==> config.mk <==
export PLATFORM = sky130hd
export DESIGN_NAME = halfword_compressor
export DESIGN_NICKNAME = d
export VERILOG_FILES = /design/src/rtl/halfword_compressor.sv
export SDC_FILE = /design/constraint.sdc
export NUM_CORES = 1
export LEC_CHECK = 0
export ABC_AREA = 1
export ABC_CLOCK_PERIOD_IN_PS = 3150
export CAP_MARGIN = 25
export CORE_MARGIN = 1.5
export CORE_UTILIZATION = 25
export DETAILED_ROUTE_END_ITERATION = 10
export DONT_BUFFER_PORTS = 1
export SLEW_MARGIN = 20
export SYNTH_ARGS = -nofsm -noshare
export SYNTH_HDL_FRONTEND = slang
export SYNTH_SLANG_ARGS = --single-unit
export TNS_END_PERCENT = 1
==> constraint.sdc <==
create_clock -name clk -period 3.15 [get_ports clk]
set_input_delay 0.4725 -clock clk [delete_from_list [all_inputs] [get_ports clk]]
set_output_delay 0.4725 -clock clk [all_outputs]
set_load 0.01 [all_outputs]
==> src/rtl/halfword_compressor.sv <==
// Sends 32-bit words on a 16-bit halfword stream: sign-extended words go as one
// halfword, all others as high then low. Optional counters: HALFWORD_COMPRESSOR_STATS_EN.
module halfword_compressor #(
  parameter int COMPRESS = 1,
  parameter int CNT_W    = 16
) (
  input  logic            clk,
  input  logic            rst_n,
  input  logic            in_valid,
  output logic            in_ready,
  input  logic [0:31]     in_word,
  output logic            out_valid,
  input  logic            out_ready,
  output logic [0:15]     out_half,
  output logic [0:1]      out_tag,
  output logic            out_last
`ifdef HALFWORD_COMPRESSOR_STATS_EN
  ,
  output logic [0:CNT_W-1] cnt_words,
  output logic [0:CNT_W-1] cnt_comp
`endif
);

  typedef enum logic [1:0] {IDLE, ONE, HI, LO} state_t;

  localparam bit COMP_EN = (COMPRESS != 0);

  state_t      state_q, state_d;
  logic [0:15] half_q, half_d;
  logic [0:1]  tag_q, tag_d;
  logic        last_q, last_d;
  logic [0:15] low_q, low_d;
  logic        accept;
  logic        compressible;

  // The upper 17 bits must agree for the low half alone to reconstruct the word.
  assign compressible = COMP_EN && ((&in_word[0:16]) || !(|in_word[0:16]));

  assign out_valid = (state_q != IDLE);
  assign in_ready  = (state_q == IDLE) || (out_valid && out_ready && last_q);
  assign accept    = in_valid && in_ready;
  assign out_half  = half_q;
  assign out_tag   = tag_q;
  assign out_last  = last_q;

  always_comb begin
    state_d = state_q;
    half_d  = half_q;
    tag_d   = tag_q;
    last_d  = last_q;
    low_d   = low_q;
    if (accept) begin
      if (compressible) begin
        state_d = ONE;
        half_d  = in_word[16:31];
        tag_d   = 2'b00;
        last_d  = 1'b1;
      end else begin
        state_d = HI;
        half_d  = in_word[0:15];
        tag_d   = 2'b01;
        last_d  = 1'b0;
        low_d   = in_word[16:31];
      end
    end else if (out_ready) begin
      case (state_q)
        HI: begin
          state_d = LO;
          half_d  = low_q;
          tag_d   = 2'b10;
          last_d  = 1'b1;
        end
        ONE, LO: state_d = IDLE;
        default: ;
      endcase
    end
  end

  // Output register stage
  always_ff @(posedge clk or negedge rst_n) begin
    if (!rst_n) begin
      state_q <= IDLE;
      half_q  <= '0;
      tag_q   <= 2'b00;
      last_q  <= 1'b0;
    end else begin
      state_q <= state_d;
      half_q  <= half_d;
      tag_q   <= tag_d;
      last_q  <= last_d;
    end
  end

  // Held low half is only read after HI, so it needs no reset.
  always_ff @(posedge clk) begin
    low_q <= low_d;
  end

`ifdef HALFWORD_COMPRESSOR_STATS_EN
  logic [0:CNT_W-1] cnt_words_q, cnt_words_d;
  logic [0:CNT_W-1] cnt_comp_q, cnt_comp_d;

  function automatic logic [0:CNT_W-1] sat_inc(input logic [0:CNT_W-1] v);
    if (&v) return v;
    return v + {{(CNT_W-1){1'b0}}, 1'b1};
  endfunction

  always_comb begin
    cnt_words_d = cnt_words_q;
    cnt_comp_d  = cnt_comp_q;
    if (accept) begin
      cnt_words_d = sat_inc(cnt_words_q);
      if (compressible) cnt_comp_d = sat_inc(cnt_comp_q);
    end
  end

  always_ff @(posedge clk or negedge rst_n) begin
    if (!rst_n) begin
      cnt_words_q <= '0;
      cnt_comp_q  <= '0;
    end else begin
      cnt_words_q <= cnt_words_d;
      cnt_comp_q  <= cnt_comp_d;
    end
  end

  assign cnt_words = cnt_words_q;
  assign cnt_comp  = cnt_comp_q;
`endif

endmodule
**Yosys cells after proc, flatten, opt, wreduce, memory -nomap -nowiden**

Cells that the tools add are included.

- Memory bits (read-only): 0
- Bits in writable memories: 0
- Bits in latches: 0
- Bits in registers: 37
- Memories: 0

- Eq/ne operators: 3
- Order comparisons: 0
- Reductions and logical operators: 17
- Add/sub/neg operators: 0
- Multiply operators: 0
- Muxes and demuxes: 16
- Shift-type cells: 0
- Divide/modulo/power cells: 0
- Bitwise gates (word level): 1

Operators by type and width:

| cell | number |
|---|---|
| 2-to-1 mux 16 bit | 4 |
| AND reduction 17 bit | 1 |
| OR reduction 17 bit | 1 |
| 2-to-1 mux 2 bit | 6 |
| AND reduction 2 bit | 3 |
| nonzero test 2 bit | 3 |
| 2-to-1 mux 1 bit | 5 |
| equality test 2 bit (second input constant) | 2 |
| case mux 2 bit (2 select lines) | 1 |
| logical AND 1 bit | 3 |
| nonzero test 3 bit | 1 |
| equality test 2 x 1 -> 1 bit (second input constant) | 1 |
| logical NOT 2 bit | 1 |
| logical OR 1 bit | 2 |
| OR reduction 2 bit | 1 |
| logical NOT 1 bit | 1 |
| inverter 1 bit | 1 |

**Logic depth before layout (Yosys ltp)**

Gate-level depths: netlist of run 1.

- Depth after elaboration: 7
- Mapped depth: 11
- Gate-level depth less buffers: 10

**Worst setup path after synthesis of run 1**

No wires, ideal clock.

- Path kind: reg2reg
- From: register state_q[0]
- To: register low_q[0] (netlist bit), enable pin
- Cell stages (with the launch flop): 9
- Clock period less this slack: 1.715 ns
- Library setup time: 0.371 ns
- Arrival time: 1.344 ns
- Required time: 2.779 ns
- Path slack: 1.435 ns
- Cells stage by stage: dfrtp_1 > inv_2 > nand2_2 > nand2_2 > nand2_1 > buf_2 > inv_2 > nand2_1 > inv_1

- Longest elaborated chain between the ends: 6
- Elaborated cells on any way between the ends: 7

Ends and longest elaborated chain:

| item | line | source |
|---|---|---|
| start: declaration | 28 | `state_t state_q, state_d;` |
| start signal: assignment | 87 | `state_q <= state_d;` |
| nonzero test 2 bit | 39 | `assign out_valid = (state_q != IDLE);` |
| net out_valid | 12 | `output logic out_valid,` |
| logical AND 1 bit (2 in a row) | 40 | `assign in_ready = (state_q == IDLE) \|\| (out_valid && out_ready && last_q);` |
| logical OR 1 bit | 40 |  |
| net in_ready | 10 | `output logic in_ready,` |
| logical AND 1 bit | 41 | `assign accept = in_valid && in_ready;` |
| AND reduction 2 bit (no line) | n/a |  |
| end signal: assignment | 96 | `low_q <= low_d;` |
| end: declaration | 32 | `logic [0:15] low_q, low_d;` |

The timed path passes the listed nets, and every way through them passes these cells.
A chain may end at the register's enable or synchronous reset.

**Worst setup path after layout of run 1**

- From: register state_q[1]
- To: register low_q[11] (netlist bit), enable pin

The elaborated chain is that of the path after synthesis.

==> flow_summary.toml, run 1 <==
[outcome]
status = "complete, no violations"

[global_route]
busiest_layer = "met2"
grtUsageMet3 = 0.0702
grt_start_max_net_pins = 32
grt_use_met1 = 0.143
antenna_found_initial = 0
met2_usage = 0.224
grtUsageTotal = 0.132
grt-ovfl-total = 0
grt_pass1_wl_mm = 7.78
grt_pass1_vias = 1483

[cells_and_area]
drive_gt1_frac = 0.157
antenna_cells = 0
fin_nets = 252
final_area_um2 = 2060
area_growth_pct = 10.3

[yosys]
synth_flop_cell = "dfrtp_1"
synthesis.area_um2 = 1870
synthArstFlopShare = 0.568
seq_area_frac_synth = 0.539
ys_warn_count = 0
synth-seq-cells = 37
synth_edf_count = 16
syn_area_per_cell_um2 = 8.72
synth_cell_types = 21
syn-num-nets = 250
netlist_instances = 214

[drt]
ant_nets = 0
drt-total-wl_mm = 5.00
vias_per_cell = 4.58
drt_iter0_markers = 113
wl_per_cell_um = 15.8
drcViolationCount = 0
vias = 1447
drt_pass1_iterations = 4

[sta]
finalHoldViolCount = 0
setup_viol = 0
rsz0062_at_grt = "no"
fmax_mhz = 474
period_needed_ps = 2110
fin_setup_tns_ps = 0
finalMaxSlewViolations = 0
post-route-period-util = 0.670
max-slew-margin-rel = 0.497
tightest_slew_ps = 753
skew_ps = 2.31

[place]
placed_area_um2 = 1960
io_buffers = 0
gp_congestion = 0.782
hpwl_mm = 3.58

[clocking]
cts_sinks = 37
cts_tree = "built"
numCtsBuffers = 5
clockBufferDepth = 2
clkSlewWorstSetupHoldPaths_ps = 70
clockRootBuffer = "clkbuf_8"
clock_latency_ps = 280
cts.htree.levels = 2

[power_and_ir_drop]
irDropWorstVdd_mv = 0.189
p_leak_nw = 0.878
powerDensity_nw_per_um2 = 854

[die]
die_w_um = 89.4
fp.dieArea_um2 = 7990
ios = 57
core_um2 = 7250
initial_core_util = 0.257
die_h_um = 89.4
rows = 31

[setup_path]
end_kind = "flip-flop"
cp_max_fo = 18
startpoint_type = "flip-flop"
critPathBufInv = 3
crit_cells = 7
cpPeakStageDelay_ps = 570
critical_path_required_ps = 3070
crit_chain = "inv_1, nand2_2, nand2_2, nand2_1, inv_2, nand2_1, inv_1"
ff2ff_path_depth = 7
crit_family = "buffers and inverters"
path_class = "reg -> reg"
cpMaxStageDelayCell = "inv_1"
arrival_ps = 2030

[worst_hold_path]
min_path_type = "in -> async"

[job]
drv_cap = 0
## cells by family after synthesis
| family | synth area share |
|---|---|
| compound gates | 0.0637 |
| simple gates | 0.317 |
| mux | 0.00537 |
| flops | 0.539 |
| buf+inv | 0.0751 |
## final cells by class
class | instances | area [um^2]
flip-flops and latches | 37 | 1010
multi-input cells | 145 | 719
clock buffers | 6 | 82.6
well taps | 99 | 124
inverters | 22 | 82.6
fillers | 786 | 5190
clock inverters | 2 | 8.76
repair buffers | 5 | 35.0
## per-stage QoR
step	total power, W	worst slack (ps)	cells	hold WS (ps)	util
CTS	0.00179	1040	316	265	0.284
detailed placement	0.00143	908	307	178	0.270
floorplan	0.00129	1440	214	177	-
finish	0.00176	1040	316	162	0.284
global route	0.00191	888	316	183	0.284
global placement	0.00142	970	307	178	0.270
## registers in the layout, indices dropped and copies added, names as in the netlist
| register | flops |
|---|---|
| out_tag | 2 |
| out_last | 1 |
| low_q | 16 |
| out_half | 16 |
| state_q | 2 |
## placed cells by master, fill, tap and decap left out, types with 2 or more instances in the layout
cell type,n
or2_2,15
clkbuf_8,6
nand2_2,3
inv_1,20
o21ai_1,6
o21ai_0,11
nand4_1,15
nand2_1,41
dfrtp_1,21
inv_2,2
nor2_1,17
edfxtp_1,16
nand3_1,31
a21oi_1,2
buf_4,4
## repair_timing
action	in CTS	in global routing
hold buffers	1	0
resized for setup	0	0
endpoints found under the hold margin	21	0
setup buffers	0	0
## synthesized netlist by cell type (2+ instances only)
master / instances / area, um^2
inv_2: 2 / 7.51
nand3_1: 31 / 155
dfrtp_1: 21 / 526
edfxtp_1: 16 / 480
nand2_1: 41 / 154
o21ai_1: 6 / 30.0
nor2_1: 17 / 63.8
nand4_1: 15 / 93.8
inv_1: 20 / 75.1
o21ai_0: 11 / 55.1
buf_2: 7 / 35.0
or2_2: 15 / 93.8
nand2_2: 3 / 18.8
a21oi_1: 2 / 10.0
## layer usage
metal / share of wire / up-vias
met5: 0 / -
met4: 0.014 / 0
met3: 0.11 / 5
met2: 0.49 / 39
met1: 0.38 / 683
li1: - / 720
## where the power goes
| group | switching (W) | internal (W) | total [W] |
|---|---|---|---|
| Clock | 0.000165 | 0.000173 | 0.000338 |
| Sequential | 0.000160 | 0.000683 | 0.000843 |
| Combinational | 0.000351 | 0.000226 | 0.000577 |
## path summary, 6_finish.rpt
path | start | end | slack, ps
min in group clk | in_word[17] | low_q[1] | 280
min | rst_n | out_half[1] | 160
max | state_q[1] | low_q[11] | 1040
min reg2reg | state_q[0] | state_q[0] | 540
max reg2reg | state_q[1] | low_q[11] | 1040
max in group asynchronous | rst_n | out_half[11] | 2640
No activity file was read; power rests on OpenSTA's default activity.
==> run 2, diff against run 1 <==
--- a/config.mk
+++ b/config.mk
@@ -6,7 +6,7 @@
 export NUM_CORES = 1
 export LEC_CHECK = 0
 export ABC_AREA = 1
-export ABC_CLOCK_PERIOD_IN_PS = 3150
+export ABC_CLOCK_PERIOD_IN_PS = 2029
 export CAP_MARGIN = 25
 export CORE_MARGIN = 1.5
 export CORE_UTILIZATION = 25
==> constraint.sdc (replaced) <==
create_clock -name clk -period 2.03 [get_ports clk]
set_input_delay 0.3045 -clock clk [delete_from_list [all_inputs] [get_ports clk]]
set_output_delay 0.3045 -clock clk [all_outputs]
set_load 0.01 [all_outputs]
==> flow_summary.toml, run 2 (synthesis results as in run 1) <==
[die]
die_h_um = 89.4
fp.dieArea_um2 = 7990
die_w_um = 89.4
initial_core_util = 0.257
ios = 57
rows = 31
core_um2 = 7250

[global_route]
grt_pass1_wl_mm = 7.89
grt-ovfl-total = 0
grt_pass1_vias = 1430
antenna_found_initial = 0
grtUsageTotal = 0.134
grt_start_max_net_pins = 22

[outcome]
status = "complete, but fails checks"
violations = "hold timing"

[job]
drv_cap = 0

[clocking]
numCtsBuffers = 5
clock_latency_ps = 290
cts_sinks = 37
ctsHoldBuffers = 1
clockRootBuffer = "clkbuf_8"
clkSlewWorstSetupHoldPaths_ps = 80
cts_setup_buffers = 0
ctsResizeCount = 0
cts_tree = "built"
clockBufferDepth = 2
cts.htree.levels = 2

[worst_hold_path]
min_path_type = "in -> async"

[cells_and_area]
fin_nets = 257
fillers = 770
antenna_cells = 0
final_cell_mix = "41 x nand2_1, 31 x nand3_1, 21 x dfrtp_1, 20 x inv_1, 17 x nor2_1"
area_growth_pct = 12.3
final_common_cell = "nand2_1"
drive_gt1_frac = 0.176

[sta]
period_needed_ps = 1740
skew_ps = 5.82
post-route-period-util = 0.858
hold_ws_ps = -16.6
finalHoldViolCount = 21
fin_setup_tns_ps = 0
finalMaxSlewViolations = 0
tightest_slew_ps = 520
fmax_mhz = 574
rsz0062_at_grt = "no"
max-slew-margin-rel = 0.654
setup_viol = 0

[power_and_ir_drop]
powerDensity_nw_per_um2 = 1320
p_leak_nw = 0.903
irDropWorstVdd_mv = 0.271
power.total_w = 0.00278

[setup_path]
cpMaxStageDelayCell = "or2_2"
end_kind = "flip-flop"
crit_start = "state_q[0]"
startpoint_type = "flip-flop"
cpPeakStageDelay_ps = 400
crit_chain = "inv_2, nand2_2, nand2_2, nand2_1, nand2_1, or2_2, nand2_1, inv_1"
crit_top_cell = "nand2_1"
cp_max_fo = 18
reg2reg_from = "state_q[0]"
arrival_ps = 1930
critical_path_required_ps = 2210
path_class = "reg -> reg"

[drt]
drt_pass1_iterations = 4
ant_nets = 0
vias_per_cell = 4.51
vias = 1449
drt_iter0_markers = 145
drt-total-wl_mm = 5.16
drcViolationCount = 0
wl_per_cell_um = 16.1

[place]
io_buffers = 0
hpwl_mm = 3.61
gp_congestion = 0.780
==> run 2: cell types whose count changed in the layout (fill, tap and decap cells not counted) <==
cell,before,now
buf_4,4,9
==> run 2: per-layer routing <==
metal | part of all wire | GRT usage
met5 | 0 | 0
met4 | 0.0066 | 0.0392
met3 | 0.099 | 0.0609
met2 | 0.47 | 0.207
met1 | 0.42 | 0.168
==> run 2: cell type report <==
cell class	instances	area, um^2	share of cell area
clock inverter	2	8.76	0.00418
clock buffer	6	82.6	0.0394
tap	99	124	0.0591
sequential	37	1010	0.480
timing repair buffer	10	72.6	0.0346
multi-input combinational	145	719	0.343
inverter	22	82.6	0.0394
==> run 2: critical path, delay by kind of cell (launching register included) <==
| family | cells | cell delay, ps |
|---|---|---|
| and+or+nand+nor | 6 | 1180 |
| buffers and inverters | 2 | 90 |
| DFF | 1 | 360 |
==> run 2: power by group <==
part / switching, W / internal (W)
clock: 0.000266 / 0.000269
combinational: 0.000546 / 0.000379
sequential: 0.000257 / 0.00106
total: 0.00107 / 0.00171
==> run 2: through the flow <==
stage               area, um^2  std cells  setup slack [ps]  utilization
CTS                       2100        321               206        0.290
detailed placement        2000        312               218        0.276
global route              2100        321              25.6        0.289
floorplan                 1870        214               315            -
global placement          2000        312               316        0.276
finish                    2100        321               288        0.289
==> run 2: path summary, 6_finish.rpt <==
check / depth (start not counted) / slack [ps] / endpoint
setup / recovery: 8 / 290 / out_half[8]
hold / removal: 1 / -20 / out_half[3]
setup reg to reg: 8 / 290 / out_half[8]
hold reg to reg: 2 / 520 / state_q[0]
max in group asynchronous: 1 / 1700 / state_q[1]
min in group clk: 0 / 100 / low_q[5]
